## config.mk

```make
export PLATFORM = sky130hd
export DESIGN_NAME = addsub_seq_ctrl
export DESIGN_NICKNAME = d
export VERILOG_FILES = /design/src/rtl/addsub_pkg.sv /design/src/rtl/addsub_slice.sv /design/src/rtl/addsub_seq_ctrl.sv
export SDC_FILE = /design/constraint.sdc
export NUM_CORES = 1
export LEC_CHECK = 0
export ABC_AREA = 0
export BUFFER_PORTS_ARGS = -buffer_cell sky130_fd_sc_hd__buf_2
export CAP_MARGIN = 20
export CORE_MARGIN = 1
export CORE_UTILIZATION = 30
export DETAILED_ROUTE_END_ITERATION = 12
export GPL_ROUTABILITY_DRIVEN = 1
export HOLD_SLACK_MARGIN = 0.05
export PLACE_DENSITY_LB_ADDON = 0.25
export SETUP_SLACK_MARGIN = 0.1
export SYNTH_ARGS = -nofsm -noshare
export SYNTH_HDL_FRONTEND = slang
export SYNTH_SLANG_ARGS = --single-unit
```

## constraint.sdc

```tcl
create_clock -name clk -period 6.88 [get_ports clk]
set_clock_uncertainty 0.2 [all_clocks]
set_input_delay 0.344 -clock clk [delete_from_list [all_inputs] [get_ports clk]]
set_output_delay 0.344 -clock clk [all_outputs]
set_load 0.03 [all_outputs]
```

## src/rtl/addsub_pkg.sv

```systemverilog
// Shared op codes, FSM encodings and datapath width for the sliced add/sub controller.
package addsub_pkg;
  localparam int DATA_W = 32;

  typedef enum logic [1:0] {
    OP_ADD  = 2'b00,
    OP_SUB  = 2'b01,
    OP_SLT  = 2'b10,
    OP_SLTU = 2'b11
  } op_e;

  typedef enum logic [1:0] {
    ST_IDLE = 2'd0,
    ST_CALC = 2'd1,
    ST_DONE = 2'd2
  } state_e;
endpackage

```

## src/rtl/addsub_slice.sv

```systemverilog
// Combinational slice: conditionally invert b, then ripple-add with cin.
// Also exposes the carry into the slice MSB so the top slice can supply c31.
module addsub_slice #(
  parameter int SLICE_W = 8
) (
  input  logic [SLICE_W-1:0] a,
  input  logic [SLICE_W-1:0] b,
  input  logic               inv,
  input  logic               cin,
  output logic [SLICE_W-1:0] sum,
  output logic               cout,
  output logic               cmsb
);
  logic [SLICE_W-1:0] bx;
  logic [SLICE_W:0]   c;

  always_comb begin
    bx   = b ^ {SLICE_W{inv}};
    sum  = '0;
    c    = '0;
    c[0] = cin;
    for (int i = 0; i < SLICE_W; i++) begin
      sum[i]   = a[i] ^ bx[i] ^ c[i];
      c[i+1]   = (a[i] & bx[i]) | (c[i] & (a[i] ^ bx[i]));
    end
  end

  assign cout = c[SLICE_W];
  assign cmsb = c[SLICE_W-1];
endmodule

```

## src/rtl/addsub_seq_ctrl.sv

```systemverilog
// Sequenced ADD/SUB/SLT/SLTU, SLICE_W bits per cycle; response valid NSLICE cycles after accept.
// Holds result/flags in DONE until resp_ready; no new request is taken until then.
module addsub_seq_ctrl
  import addsub_pkg::*;
#(
  parameter int SLICE_W = 8
) (
  input  logic              clk,
  input  logic              rst_n,
  input  logic              req_valid,
  output logic              req_ready,
  input  logic [1:0]        req_op,
  input  logic [DATA_W-1:0] req_a,
  input  logic [DATA_W-1:0] req_b,
  output logic              resp_valid,
  input  logic              resp_ready,
  output logic [DATA_W-1:0] result,
  output logic              zero,
  output logic              carry,
  output logic              overflow
);
  localparam int NSLICE = DATA_W / SLICE_W;
  localparam int IDX_W  = (NSLICE > 1) ? $clog2(NSLICE) : 1;

  state_e              state;
  op_e                 op_q;
  logic [DATA_W-1:0]   a_q, b_q;
  logic                inv_q, cin_q;
  logic [IDX_W-1:0]    slice_idx;

  logic [5:0]          base;
  logic [SLICE_W-1:0]  sum_s;
  logic                cout_s, cmsb_s, ovf_s, last;
  logic [DATA_W-1:0]   full_sum, final_res;
  logic                carry_f, ovf_f;

  assign base = 6'(slice_idx) * 6'(SLICE_W);
  assign last = (slice_idx == IDX_W'(NSLICE - 1));

  addsub_slice #(.SLICE_W(SLICE_W)) u_slice (
    .a    (a_q[base +: SLICE_W]),
    .b    (b_q[base +: SLICE_W]),
    .inv  (inv_q),
    .cin  (cin_q),
    .sum  (sum_s),
    .cout (cout_s),
    .cmsb (cmsb_s)
  );

  // On the last slice cmsb/cout are c31/c32 of the full 32-bit add.
  always_comb begin
    full_sum                  = result;
    full_sum[base +: SLICE_W] = sum_s;
    ovf_s                     = cmsb_s ^ cout_s;
    final_res                 = full_sum;
    carry_f                   = 1'b0;
    ovf_f                     = 1'b0;
    case (op_q)
      OP_ADD, OP_SUB: begin
        carry_f = cout_s;
        ovf_f   = ovf_s;
      end
      OP_SLT:  final_res = {{(DATA_W-1){1'b0}}, full_sum[DATA_W-1] ^ ovf_s};
      OP_SLTU: final_res = {{(DATA_W-1){1'b0}}, ~cout_s};
      default: final_res = full_sum;
    endcase
  end

  always_ff @(posedge clk) begin
    if (!rst_n) begin
      state      <= ST_IDLE;
      req_ready  <= 1'b1;
      resp_valid <= 1'b0;
      result     <= '0;
      zero       <= 1'b0;
      carry      <= 1'b0;
      overflow   <= 1'b0;
      slice_idx  <= '0;
      cin_q      <= 1'b0;
      inv_q      <= 1'b0;
      op_q       <= OP_ADD;
      a_q        <= '0;
      b_q        <= '0;
    end else begin
      case (state)
        ST_IDLE: begin
          if (req_valid && req_ready) begin
            a_q       <= req_a;
            b_q       <= req_b;
            op_q      <= op_e'(req_op);
            inv_q     <= (req_op != OP_ADD);
            cin_q     <= (req_op != OP_ADD);
            slice_idx <= '0;
            req_ready <= 1'b0;
            state     <= ST_CALC;
          end
        end
        ST_CALC: begin
          cin_q <= cout_s;
          if (last) begin
            result     <= final_res;
            zero       <= (final_res == '0);
            carry      <= carry_f;
            overflow   <= ovf_f;
            slice_idx  <= '0;
            resp_valid <= 1'b1;
            state      <= ST_DONE;
          end else begin
            result    <= full_sum;
            slice_idx <= slice_idx + 1'b1;
          end
        end
        ST_DONE: begin
          if (resp_ready) begin
            resp_valid <= 1'b0;
            req_ready  <= 1'b1;
            state      <= ST_IDLE;
          end
        end
        default: begin
          state      <= ST_IDLE;
          req_ready  <= 1'b1;
          resp_valid <= 1'b0;
        end
      endcase
    end
  end
endmodule

```

Word-level counts from Yosys, hierarchy flattened --
Cells that the tools add are included. Widths: inputs -> output; s select.
Cells by class: $add $sub $neg 2, equal/unequal tests 9, shifts and indexed selects 4, muxes and demuxes 20, bitwise gates (word level) 46, reductions and logical operators 13
Operator list (number):
- $pmux 32 s2 | 1
- $shiftx 32x6->8 | 2
- $bwmux 32 | 1
- $logic_not 32->1 | 1
- $mux 32 | 1
- $shift 8x8->32 const A | 1
- $shiftx 8x8->32 | 1
- $xor 1x1->1 | 18
- $and 1x1->1 | 16
- $mux 2 | 5
- $reduce_and 3->1 | 3
- $eq 2x2->1 const B | 4
- $neg 5->8 | 1
- $or 1x1->1 | 8
- $xor 8x8->8 | 1
- $mux 1 | 7
- $ne 2x2->1 const B | 3
- $pmux 1 s3 | 2
- $pmux 2 s3 | 1
- $reduce_and 2->1 | 3
- $eq 2x1->1 const B | 2
- $logic_not 2->1 | 2
- $pmux 2 s2 | 1
- $reduce_bool 2->1 | 2
- 5 further kinds | 7
Word-level totals: flip-flop bits (word level) 109, input port bits 70, output and inout port bits 37, logic and storage cells 107

Depth between registers and ports, before layout --
Gate-level depths: netlist of run 1.
word-level depth 23, mapped depth 17, mapped depth without buffers 16

Cells and area by module --
A second synthesis of run 1 with hierarchy kept.
Unflattened totals: cells, all modules 628, area, all modules 5156.2 um^2
By module, submodules not included:
- addsub_seq_ctrl | instances 1, cells each 593, area an instance 4847.1 um^2, sequential area each 2182.1 um^2
- addsub_slice | instances 1, cells each 35, area an instance 309.0 um^2, sequential area each 0.0 um^2

Worst setup path before layout of run 1 --
OpenSTA, ideal clock, no wires.
path type reg2reg, start reg slice_idx[0], end reg zero, library setup time 128 ps, arrival time 5354 ps, required time 6552 ps, path slack 1198 ps, cell stages (with the launch flop) 18, path buffers 2, clock period less this slack 5682 ps, cells stage by stage dfxtp_1 -> buf_4 -> buf_2 -> mux4_2 -> fa_1 -> fa_1 -> fa_1 -> fa_1 -> fa_1 -> inv_1 -> fa_1 -> fa_1 -> fa_1 -> nor4b_2 -> mux2i_1 -> a21oi_1 -> o31ai_1 -> o31ai_1
Between the ends: cells in the longest elaborated chain, start to end 23, elaborated cells between the ends (all ways) 54, those cells by class add/sub (1); eq/ne (1); shift (4); mux (2); bitwise (44); reduce/logical (2)
Ends and longest elaborated chain:
- start: declaration | RTL line addsub_seq_ctrl.sv:29 | logic [IDX_W-1:0] slice_idx;
- start signal: assignment | RTL line addsub_seq_ctrl.sv:110 | slice_idx <= slice_idx + 1'b1;
- $shiftx 32x6->8 | RTL line addsub_seq_ctrl.sv:42 | .b (b_q[base +: SLICE_W]),
- $xor 8x8->8 | RTL line addsub_slice.sv:18 | bx = b ^ {SLICE_W{inv}};
- $xor 1x1->1 | RTL line addsub_slice.sv:23, addsub_slice.sv:24
- $and 1x1->1 | RTL line addsub_slice.sv:24 | c[i+1] = (a[i] & bx[i]) | (c[i] & (a[i] ^ bx[i]));
- $or 1x1->1 | RTL line addsub_slice.sv:24
- $and 1x1->1 | RTL line addsub_slice.sv:24
- $or 1x1->1 | RTL line addsub_slice.sv:24
- $and 1x1->1 | RTL line addsub_slice.sv:24
- (+7 left out)
- $and 1x1->1 | RTL line addsub_slice.sv:24
- $or 1x1->1 | RTL line addsub_slice.sv:24
- $xor 1x1->1 or $and 1x1->1 (tied branches) | RTL line addsub_slice.sv:23, addsub_slice.sv:24
- $shiftx 8x8->32 or $or 1x1->1 (tied branches) | RTL line addsub_seq_ctrl.sv:53, addsub_slice.sv:24
- $bwmux 32 or $xor 1x1->1 (tied branches) | RTL line addsub_seq_ctrl.sv:53, addsub_seq_ctrl.sv:54
- $xor 1x1->1 | RTL line addsub_seq_ctrl.sv:63 | OP_SLT: final_res = {{(DATA_W-1){1'b0}}, full_sum[DATA_W-1] ^ ovf_s};
- $pmux 32 s2 | RTL line addsub_seq_ctrl.sv:58 | case (op_q)
- $logic_not 32->1 | RTL line addsub_seq_ctrl.sv:102 | zero <= (final_res == '0);
- end signal: assignment | RTL line addsub_seq_ctrl.sv:102
- end: declaration | RTL line addsub_seq_ctrl.sv:18 | output logic zero,
Parallel ways exist; a longest one is shown, timed or not. A chain may end at the register's enable or synchronous reset.

Final worst setup path of run 1 --
Same ends and word-level chain as after synthesis.

==> summary.txt, run 1 <==
Final layout
  – Inserted Diodes: 0
  – Fill cells: 1,917
  – Area growth, synth to finish: 25.73%
  – Nets@finish: 833
  – Finished Layout Cells: 982
  – Register Area: 0.002182 mm²
  – Multi-input gate area: 0.003072 mm²
  – Layout cells sized above 1: 20.19%

Clocking
  – Clock-pin slew on the worst setup and hold paths: 0.08 ns
  – Root buf cell: clkbuf_16
  – H-tree depth: 3
  – Postcts setup bufs: 0
  – CTS sink count: 109
  – CTS buffer count: 9
  – Longest Clk Path Bufs: 2
  – CTS resizes: 0
  – Worst skew pair latency: 0.36 ns
  – CTS tree: built

Critical path
  – Slowest-stage cell, CP: fa_1
  – Crit-path most repeated cell: fa_1
  – Critical path type: reg2reg
  – CP Buf/Inv Count: 2
  – Delay-heaviest family, CP: adder cells
  – Crit-path max cell delay: 0.54 ns
  – CP Capture Type: register
  – CP Cell Sequence: buf_4 > mux4_2 > xor2_1 > fa_1 > fa_1 > fa_1 > fa_1 > fa_1 > inv_1 > fa_1 > fa_1 > fa_1 > nor4b_2 > mux2i_1 > a21oi_1 > o31ai_1 > o31ai_1
  – Critical Path Start Type: register
  – RR Startpoint: slice_idx[0]$_SDFFE_PN0P_
  – Worst setup path startpoint: slice_idx[0]$_SDFFE_PN0P_
  – Largest fanout on the critical path: 10
  – Req. time, crit path: 6.92 ns
  – Critical path arrival: 5.86 ns

Synthesis
  – YS warnings: 0
  – Area leader, netlist: dfxtp_1
  – Synth Area per Inst: 8.748 µm²
  – Distinct cells, synth: 49
  – Register area share after synthesis: 39.72%
  – Synth Cell Area: 0.005494 mm²
  – Top cells by area, synth: dfxtp_1, nand2_1, a21boi_0, mux4_2, nor2b_1
  – Synthesized instance count: 628
  – Top cell type's share of synthesized area: 39.72%
  – Syn nets: 712
  – Top_reg_cell synth: dfxtp_1
  – Number of flops mapped to enable cells by yosys: 0
  – Synthesized flop and latch total: 109
  – Fraction of registers with async set/reset: 0%

Floorplan
  – IO Count: 107
  – Die ar.: 0.01886 mm²
  – Initial cell density of the core: 30.58%
  – Core Area: 0.01796 mm²
  – Rows: 49
  – Die W: 137.3 µm
  – Die Ht: 137.3 µm

Placed design
  – IO Port Bufs: 106
  – Cell count after placement: 922
  – GPL Wtd Cong: 0.7601
  – Hpwl dp: 10,350 µm

Routing
  – Post-DRT Antenna Nets: 0
  – Met3 wire length: 630 µm
  – Initial DRT Pass Iterations: 5
  – Post-DR wirelength/cell: 15.07 µm
  – Metal2 WL: 7052 µm
  – Top Metal Used: met4
  – DRC viols: 0
  – Via count: 4,636
  – Met1 wire length: 7016 µm
  – Final WL: 14,800 µm
  – Via-per-instance ratio: 4.721
  – Drt initial violations: 231

Timing
  – Final hold vios: 0
  – Final setup vio count: 0
  – Crit share post-route: 84.70%
  – RSZ-0062 raised after global routing: no
  – TNS Setup: 0 ns
  – Worst rel slew slack: 37.86%
  – Final Hold Slack: 0.04973 ns
  – Final min period: 5.828 ns
  – Slew Limit Fails: 0
  – Highest Clock Rate: 171.6 MHz
  – Slew @ Worst Pin: 0.9321 ns

Power and ir drop
  – Flop pwr share: 45.6%
  – Combinational share of power: 18.0%
  – Net switching power: 0.4254 mW
  – Sw Share: 28.38%
  – Cell-internal power: 1.074 mW
  – Leakage: 2.730 nW
  – Power Dens Cells: 217.0 mW/mm²
  – Clk pwr share: 36.3%
  – Maximum vdd drop: 132.4 µV

Status
  – Status: complete, no violations

Hold path
  – Worst hold path type: in2reg
  – Hold Crit Start: req_a[5]

GRT
  – Grt ovf: 0
  – GRT Util Overall: 16.59%
  – Largest net degree at the start of global routing: 112
  – Initial antenna violation count: 0
  – Vias in the first global route: 4,576
  – First-pass GRT wire length: 23,960 µm

Run
  – Max Cap Viol: 0
[cell usage after synthesis, types with 4 or more instances]
library cell  number
nand4_1            5
ha_1               6
nor4_1             4
buf_2             11
mux4_2            16
and2_1            22
nand3_1            6
a21oi_1            6
dfxtp_1          109
xnor2_1            4
fa_1               8
nand2_1          158
a31o_1             8
nor2_1             9
o21ai_0           20
inv_1              8
a21boi_0          63
nor2b_1           52
xor2_1             5
a31oi_1           15
nor3b_1            4
a21boi_1           7
clkbuf_1          31
a22oi_1           13
[worst reg2reg max path, cell delays in order (launching register included)]
cell and delay (ns):
dfxtp_1 0.37, buf_4 0.25, mux4_2 0.53, xor2_1 0.17, fa_1 0.39, fa_1 0.39
fa_1 0.40, fa_1 0.41, fa_1 0.37, inv_1 0.08, fa_1 0.18, fa_1 0.30
fa_1 0.54, nor4b_2 0.34, mux2i_1 0.33, a21oi_1 0.11, o31ai_1 0.25, o31ai_1 0.10
[layer usage]
metal / track usage, % / vias up
met1: 21.92 / 2148
met3: 4.010 / 5
met5: 0 / -
met2: 27.58 / 97
met4: 2.869 / 0
li1: - / 2386
[cell usage in the layout, fill, tap and decap left out, types with 5 or more instances in the layout]
cell type      synthesis  routed
a22oi_1               13      13
nor2_1                 9       9
o21ai_0               20      20
mux4_2                16      16
ha_1                   6       6
a31oi_1               15      15
nand4_1                5       5
a21boi_0              63      63
nand2_1              158     157
buf_2                 11     106
dlygate4sd3_1          0      45
and2_1                22      22
clkbuf_16              0       9
inv_1                  8       8
xor2_1                 5       5
nand3_1                6       6
nor2b_1               52      52
a21oi_1                6       6
dfxtp_1              109     109
fa_1                   8       8
buf_4                  1       7
a31o_1                 8       8
a21boi_1               7       7
[registers in the layout (all words and copies together) (netlist names)]
signal / cells
a_q: 32
b_q: 32
carry: 1
cin_q: 1
inv_q: 1
op_q: 2
overflow: 1
req_ready: 1
resp_valid: 1
result: 32
slice_idx: 2
state: 2
zero: 1
[logic make-up (layout without fill, tap and decap cells)]
family,after synthesis,in the layout,synth area share (%)
buffers and inverters,56,181,4.418
flip-flops,109,109,39.72
adder cells (fa/ha/maj),14,14,4.281
AND/OR/NAND/NOR,278,278,24.64
XOR/XNOR,9,9,1.435
multiplexers,18,18,6.923
AO/OA/AOI/OAI,144,144,18.58
[per-stage QoR]
step	setup slack, ns	cell area (µm²)	power (mW)	utilization, %
2_1_floorplan	1.198	5494	0.8678	-
3_3_place_gp	1.144	6153	0.9494	34.26
3_5_place_dp	1.063	6153	0.9530	34.26
4_1_cts	1.050	6908	1.520	38.46
5_1_grt	0.6618	6908	1.578	38.46
6_report	1.052	6908	1.499	38.46
[worst paths after layout]
kind                                       endpoint  slack [ns]  cells past startpoint
worst max-delay path              zero$_SDFFE_PN0P_        1.05                     17
worst min-delay path            a_q[5]$_SDFFE_PN0P_        0.05                      3
worst max register to register    zero$_SDFFE_PN0P_        1.05                     17
worst min register to register  a_q[0]$_SDFFE_PN0P_        0.25                      2
[timing repair]
item                                    CTS  global route
endpoints found under the setup margin    0             0
hold buffers                             45             0
hold endpoints to repair                 45             0
[power groups by stage]
stage / sequential, mW / clock (mW) / combinational (mW)
after detailed placement: 0.700 / 0 / 0.253
final: 0.684 / 0.545 / 0.270
after global routing: 0.689 / 0.589 / 0.300
after CTS: 0.685 / 0.562 / 0.273
after floorplan: 0.697 / 0 / 0.171
after global placement: 0.699 / 0 / 0.251
[final cells by class]
type / count / share of cell area [%]
clock inverter: 5 / 0.9419
clock buffer: 10 / 3.460
multi-input combinational: 463 / 44.47
timing repair buffer: 158 / 14.96
sequential: 109 / 31.59
tap: 229 / 4.148
inverter: 8 / 0.4347
(Power assumes the default switching activity.)
==> run 2: changes to the inputs <==
- clock period: 6.88 -> 4.95 ns (I/O delays scaled with it)
==> run 2 against run 1 <==
Compared with the run above:
- sequential share of layout area fell by 1.5 points
- clock power increased by 32%
- wire length is 1.4% higher
- the flow now finishes with violations (setup timing)
- combinational power up 52%
- non-clock buffer count increased by 34
- cell area grew 5.3%
- critical path depth is the same
- fmax rose by 15%
- sequential power grew 39%
- die area stayed put
- utilization is 2.0 points higher
- critical endpoint unchanged
- highest routed layer unchanged
- critical path type unchanged
==> summary.txt, run 2 (same netlist as run 1, synthesis figures left out) <==
Timing
  – Final WS setup: -0.1386 ns (-1.191 ns)
  – Slew @ Worst Pin: 0.8075 ns (-0.1246 ns)
  – Crit share post-route: 102.8% (+18 points)
  – Highest Clock Rate: 196.5 MHz (+15%)
  – Worst rel slew slack: 46.17% (+8.3 points)
  – Slew Limit Fails: 0 (unchanged)
  – Final hold vios: 0 (unchanged)
  – Final setup vio count: 2 (+2)
  – RSZ-0062 raised after global routing: yes
  – Final min period: 5.089 ns (-0.7389 ns)

Final layout
  – Commonest cells after routing, fill and taps aside: nand2_1, dfxtp_1, buf_2
  – Area growth, synth to finish: 32.34%
  – Layout cells sized above 1: 22.21% (+2.0 points)
  – Commonest non-fill, non-tap cell in the layout: nand2_1
  – Nets@finish: 867 (+4.1%)
  – Core Util, Final: 40.48% (+2.0 points)
  – Inserted Diodes: 0 (unchanged)
  – Largest regs: a_q (32), b_q (32), result (32)

Critical path
  – Critical path type: reg2reg
  – CP Capture Type: register
  – RR Startpoint: slice_idx[0]$_SDFFE_PN0P_
  – R2R depth: 17 (unchanged)
  – FF-to-FF End: zero$_SDFFE_PN0P_
  – Critical path arrival: 5.13 ns (-0.73 ns)
  – Req. time, crit path: 4.99 ns (-1.93 ns)
  – Critical Path Start Type: register
  – R2r setup slk: -0.14 ns (-1.19 ns)
  – Largest fanout on the critical path: 4 (-6)

Clocking
  – CTS buffer count: 9 (unchanged)
  – CTS tree: built
  – H-tree depth: 3 (unchanged)
  – Worst skew pair latency: 0.36 ns (about the same)
  – Clock-pin slew on the worst setup and hold paths: 0.08 ns (about the same)
  – CTS sink count: 109 (unchanged)
  – Longest Clk Path Bufs: 2 (unchanged)
  – Root buf cell: clkbuf_16

Placed design
  – GPL Wtd Cong: 0.7967 (+4.8%)
  – Hpwl dp: 10,440 µm (+0.87%)
  – IO Port Bufs: 106 (unchanged)

Status
  – Status: complete, but fails checks
  – Violated checks: setup timing

Hold path
  – Hold EP: b_q[30]$_SDFFE_PN0P_
  – Hold Path Depth: 2 (-1)
  – Hold Crit Start: b_q[30]$_SDFFE_PN0P_
  – Worst hold path type: reg2reg

GRT
  – Met1 Use GR: 22.19% (+0.27 points)
  – Grt met2 use: 27.38% (-0.20 points)
  – First-pass GRT wire length: 24,060 µm (+0.40%)
  – Initial antenna violation count: 0 (unchanged)
  – GRT busiest layer: met2
  – Grt ovf: 0 (unchanged)
  – Largest net degree at the start of global routing: 74 (-34%)
  – GRT Util Overall: 16.67% (+0.080 points)
  – GR Layer Usage met3: 3.790% (-0.22 points)
  – Vias in the first global route: 4,565 (-0.24%)

Floorplan
  – Rows: 49 (unchanged)
  – Die Ht: 137.3 µm (unchanged)
  – Initial cell density of the core: 30.58% (unchanged)
  – Die W: 137.3 µm (unchanged)
  – IO Count: 107 (unchanged)
  – Core Area: 0.01796 mm² (unchanged)
  – Die ar.: 0.01886 mm² (unchanged)

Routing
  – Drt initial violations: 319 (+38%)
  – Post-DR wirelength/cell: 14.76 µm (-2.1%)
  – Via count: 4,835 (+4.3%)
  – Post-DRT Antenna Nets: 0 (unchanged)
  – Initial DRT Pass Iterations: 5 (unchanged)
  – Final WL: 15,010 µm (+1.4%)
  – DRC viols: 0 (unchanged)
  – Via-per-instance ratio: 4.754 (+0.70%)

Power and ir drop
  – Power Dens Cells: 286.1 mW/mm² (+32%)
  – Power Total: 2.080 mW (+39%)
  – Maximum vdd drop: 187.5 µV (+42%)
  – Leakage: 2.869 nW (+5.1%)

Run
  – Max Cap Viol: 0 (unchanged)
## run 2: changes by cell type in the layout (fill, tap and decap cells not counted), moves of 2 or more
cell           change
fa_2               +8
fa_1               -8
buf_4              +8
inv_8              +2
inv_6              -2
dlygate4sd3_1     +24
## run 2: layout make-up
| cell class | instances | area [µm²] |
|---|---|---|
| Fill cell | 1809 | 10690 |
| Clock buffer | 9 | 225.2 |
| Inverter | 8 | 30.03 |
| Sequential cell | 109 | 2186 |
| Multi-Input combinational cell | 463 | 3109 |
| Clock inverter | 7 | 68.82 |
| Timing Repair Buffer | 192 | 1365 |
| Tap cell | 229 | 286.5 |
## run 2: timing repair
| item | in CTS | in global routing |
|---|---|---|
| setup buffers | 0 | 2 |
| resized for setup | 4 | 2 |
| setup endpoints to repair | 3 | 5 |
| hold buffers | 68 | 1 |
| endpoints found under the hold margin | 69 | 4 |
| pin swaps | 0 | 3 |
## run 2: worst max-delay path by stage
stage                               from           endpoint  slack [ns]  cells past startpoint
3_3_place_gp   slice_idx[0]$_SDFFE_PN0P_  zero$_SDFFE_PN0P_       -0.16                     16
4_1_cts        slice_idx[0]$_SDFFE_PN0P_  zero$_SDFFE_PN0P_       -0.17                     16
3_5_place_dp   slice_idx[0]$_SDFFE_PN0P_  zero$_SDFFE_PN0P_       -0.20                     16
6_report       slice_idx[0]$_SDFFE_PN0P_  zero$_SDFFE_PN0P_       -0.14                     17
5_1_grt        slice_idx[0]$_SDFFE_PN0P_  zero$_SDFFE_PN0P_       -0.35                     17
2_1_floorplan  slice_idx[0]$_SDFFE_PN0P_  zero$_SDFFE_PN0P_       -0.23                     17
## run 2: stage by stage
stage / TNS [ns] / std cells / worst slack [ns] / hold WS [ns] / instance area, µm²
after floorplan: -0.4106 / 628 / -0.2318 / 0.1823 / 5535
after global placement: -0.2330 / 929 / -0.1630 / 0.2476 / 6227
after detailed placement: -0.3164 / 929 / -0.2042 / 0.2494 / 6227
after CTS: -0.2484 / 1013 / -0.1740 / 0.2606 / 7218
after global routing: -0.7644 / 1017 / -0.3469 / 0.2804 / 7271
final: -0.2696 / 1017 / -0.1386 / 0.2599 / 7271
## run 2: layer usage
metal | vias to the layer above | share of wire, %
met4 | 0 | 0.97
met1 | 2253 | 48
met2 | 115 | 47
met5 | - | 0
met3 | 14 | 4.5
li1 | 2453 | -
## run 2: worst max-delay path: stages, from the launching register on
cell     delay [ns]
dfxtp_4        0.37
mux4_2         0.50
xor2_1         0.17
fa_2           0.35
fa_2           0.34
fa_2           0.34
fa_2           0.34
fa_2           0.36
inv_2          0.06
fa_2           0.19
fa_2           0.22
fa_2           0.46
nor4b_4        0.35
mux2i_2        0.11
buf_4          0.15
and3_1         0.14
o31ai_2        0.21
o31ai_1        0.09
## run 2: power breakdown
part	total [mW]	internal [mW]	switching, mW	leakage, nW
registers	0.949	0.920	0.0288	0.888
logic	0.411	0.187	0.224	1.84
clock network	0.720	0.355	0.365	0.143
total	2.08	1.46	0.618	2.87
==> run 3: changes to the inputs <==
- BUFFER_PORTS_ARGS: -buffer_cell sky130_fd_sc_hd__buf_2 -> unset
- CORE_UTILIZATION: 30 -> 55
- CTS_CLUSTER_DIAMETER: unset -> 200
- DONT_BUFFER_PORTS: unset -> 1
==> run 3 against run 2 <==
Compared with the run above:
- the flow still finishes with violations (setup timing)
- non-clock buffer count is 102 lower
- clock power is 24% lower
- clock-buffer cell count is 2 higher
- sequential power is 1% higher
- sequential share of layout area is 3.1 points higher
- critical path depth is 1 lower
- wire length is 9.4% lower
- combinational power is 10% lower
- worst setup slack worse by 0.055 ns
- via count is 5.0% lower
- power is 9.8% lower
- largest cell class unchanged
==> summary.txt, run 3 (same netlist as run 1, synthesis figures left out) <==
Floorplan
  – Die Ht: 101.9 µm (-26%)
  – Die W: 101.9 µm (-26%)
  – Die ar.: 0.01039 mm² (-45%)
  – IO Count: 107 (unchanged)
  – Initial cell density of the core: 56.47% (+26 points)
  – Rows: 36 (-27%)
  – Core Area: 0.009729 mm² (-46%)

Critical path
  – Critical Path Start Type: register
  – Req. time, crit path: 5.01 ns (+0.02 ns)
  – CP Capture Type: register
  – Largest fanout on the critical path: 5 (+1)
  – Critical path arrival: 5.20 ns (+0.07 ns)
  – Critical path type: reg2reg

Final layout
  – Nets@finish: 765 (-12%)
  – Commonest cells after routing, fill and taps aside: nand2_1, dfxtp_1, dlygate4sd3_1
  – Layout cells sized above 1: 10.79% (-11 points)
  – Largest regs: a_q (32), b_q (32), result (32)
  – Area growth, synth to finish: 19.81%
  – Commonest non-fill, non-tap cell in the layout: nand2_1

Routing
  – Via-per-instance ratio: 5.601 (+18%)
  – Via count: 4,593 (-5.0%)
  – DRC viols: 0 (unchanged)
  – Top Metal Used: met4
  – Metal2 WL: 7203 µm (+2.2%)
  – Final WL: 13,600 µm (-9.4%)
  – Met3 wire length: 674 µm (-0.44%)
  – Post-DRT Antenna Nets: 0 (unchanged)
  – Post-DR wirelength/cell: 16.58 µm (+12%)
  – Drt initial violations: 211 (-34%)
  – Initial DRT Pass Iterations: 5 (unchanged)
  – Met1 wire length: 5462 µm (-23%)

Clocking
  – CTS sink count: 109 (unchanged)
  – Longest Clk Path Bufs: 2 (unchanged)
  – Clock-pin slew on the worst setup and hold paths: 0.11 ns (+0.03 ns)
  – H-tree depth: 3 (unchanged)
  – Root buf cell: clkbuf_8
  – CTS buffer count: 9 (unchanged)
  – CTS tree: built
  – Worst skew pair latency: 0.37 ns (about the same)

Timing
  – Final hold vios: 0 (unchanged)
  – Final WS setup: -0.1934 ns (-0.05477 ns)
  – Slew @ Worst Pin: 0.8571 ns (+0.04954 ns)
  – Worst rel slew slack: 42.65% (-3.5 points)
  – Slew Limit Fails: 0 (unchanged)
  – Final Hold Slack: 0.08166 ns (-0.1783 ns)
  – Final setup vio count: 2 (unchanged)
  – Crit share post-route: 103.9% (+1.1 points)
  – Final min period: 5.143 ns (+0.05476 ns)
  – Highest Clock Rate: 194.4 MHz (-1.1%)
  – RSZ-0062 raised after global routing: yes

Status
  – Status: complete, but fails checks
  – Violated checks: setup timing

Hold path
  – Worst hold path type: in2reg

Power and ir drop
  – Leakage: 2.385 nW (-17%)
  – Maximum vdd drop: 197.3 µV (+5.3%)
  – Power Dens Cells: 285.0 mW/mm² (-0.40%)
  – Power Total: 1.876 mW (-9.8%)

GRT
  – GRT Util Overall: 26.64% (+10 points)
  – Initial antenna violation count: 0 (unchanged)
  – Vias in the first global route: 4,522 (-0.94%)
  – Largest net degree at the start of global routing: 112 (+51%)
  – First-pass GRT wire length: 21,350 µm (-11%)
  – Grt ovf: 0 (unchanged)

Placed design
  – IO Port Bufs: 0 (-100%)
  – Hpwl dp: 9028 µm (-14%)
  – GPL Wtd Cong: 0.8664 (+8.7%)

Run
  – Max Cap Viol: 0 (unchanged)
## run 3: final timing paths
kind                              from               endpoint  slack, ns  depth (start not counted)
max reg2reg  slice_idx[0]$_SDFFE_PN0P_      zero$_SDFFE_PN0P_      -0.19                         16
min reg2reg        a_q[2]$_SDFFE_PN0P_    a_q[2]$_SDFFE_PN0P_       0.26                          2
max          slice_idx[0]$_SDFFE_PN0P_      zero$_SDFFE_PN0P_      -0.19                         16
min                              rst_n  state[1]$_SDFFE_PN0P_       0.08                          2
## run 3: cell type report
cell class,instances,area [µm²]
multi-input combinational,463,3113
clock inverter,5,48.80
clock buffer,11,151.4
antenna,1,2.502
sequential,109,2186
tap,133,166.4
fill,771,3147
timing repair buffer,90,884.6
inverter,8,30.03
## run 3: layer usage
layer	up-vias	GRT usage (%)
met5	-	0
met4	0	8.571
met3	22	5.198
met2	133	50.36
met1	2188	29.98
li1	2250	-
## run 3: critical path, stage by stage (launching register included)
cell and delay (ns):
dfxtp_4 0.39, mux4_2 0.50, xor2_1 0.18, fa_2 0.36
fa_2 0.34, fa_2 0.34, fa_2 0.36, fa_2 0.35
inv_2 0.06, fa_2 0.20, fa_2 0.23, fa_2 0.46
nor4b_4 0.34, mux2i_2 0.30, a21oi_1 0.10, o31ai_1 0.20
o31ai_1 0.10
## run 3: metrics by stage
stage	area, µm²	setup slack (ns)	setup TNS, ns	std cells	utilization, %
global route	6580	-0.3716	-0.8818	819	67.63
floorplan	5535	-0.2318	-0.4106	628	-
global placement	5592	-0.1342	-0.1913	729	57.47
finish	6583	-0.1934	-0.3857	820	67.66
CTS	6530	-0.1561	-0.2166	816	67.12
detailed placement	5592	-0.1701	-0.2894	729	57.47
## run 3: repair_timing
action	4_1_cts	5_1_grt
setup buffers	1	2
hold buffers	70	0
resized for setup	2	5
pin swaps	1	1
endpoints found under the setup margin	3	5
endpoints found under the hold margin	109	0
## run 3: power breakdown
group / total, mW / leakage, nW / switching, mW / internal, mW
clock: 0.546 / 0.104 / 0.323 / 0.223
sequential: 0.962 / 0.888 / 0.0410 / 0.921
combinational: 0.368 / 1.39 / 0.199 / 0.170
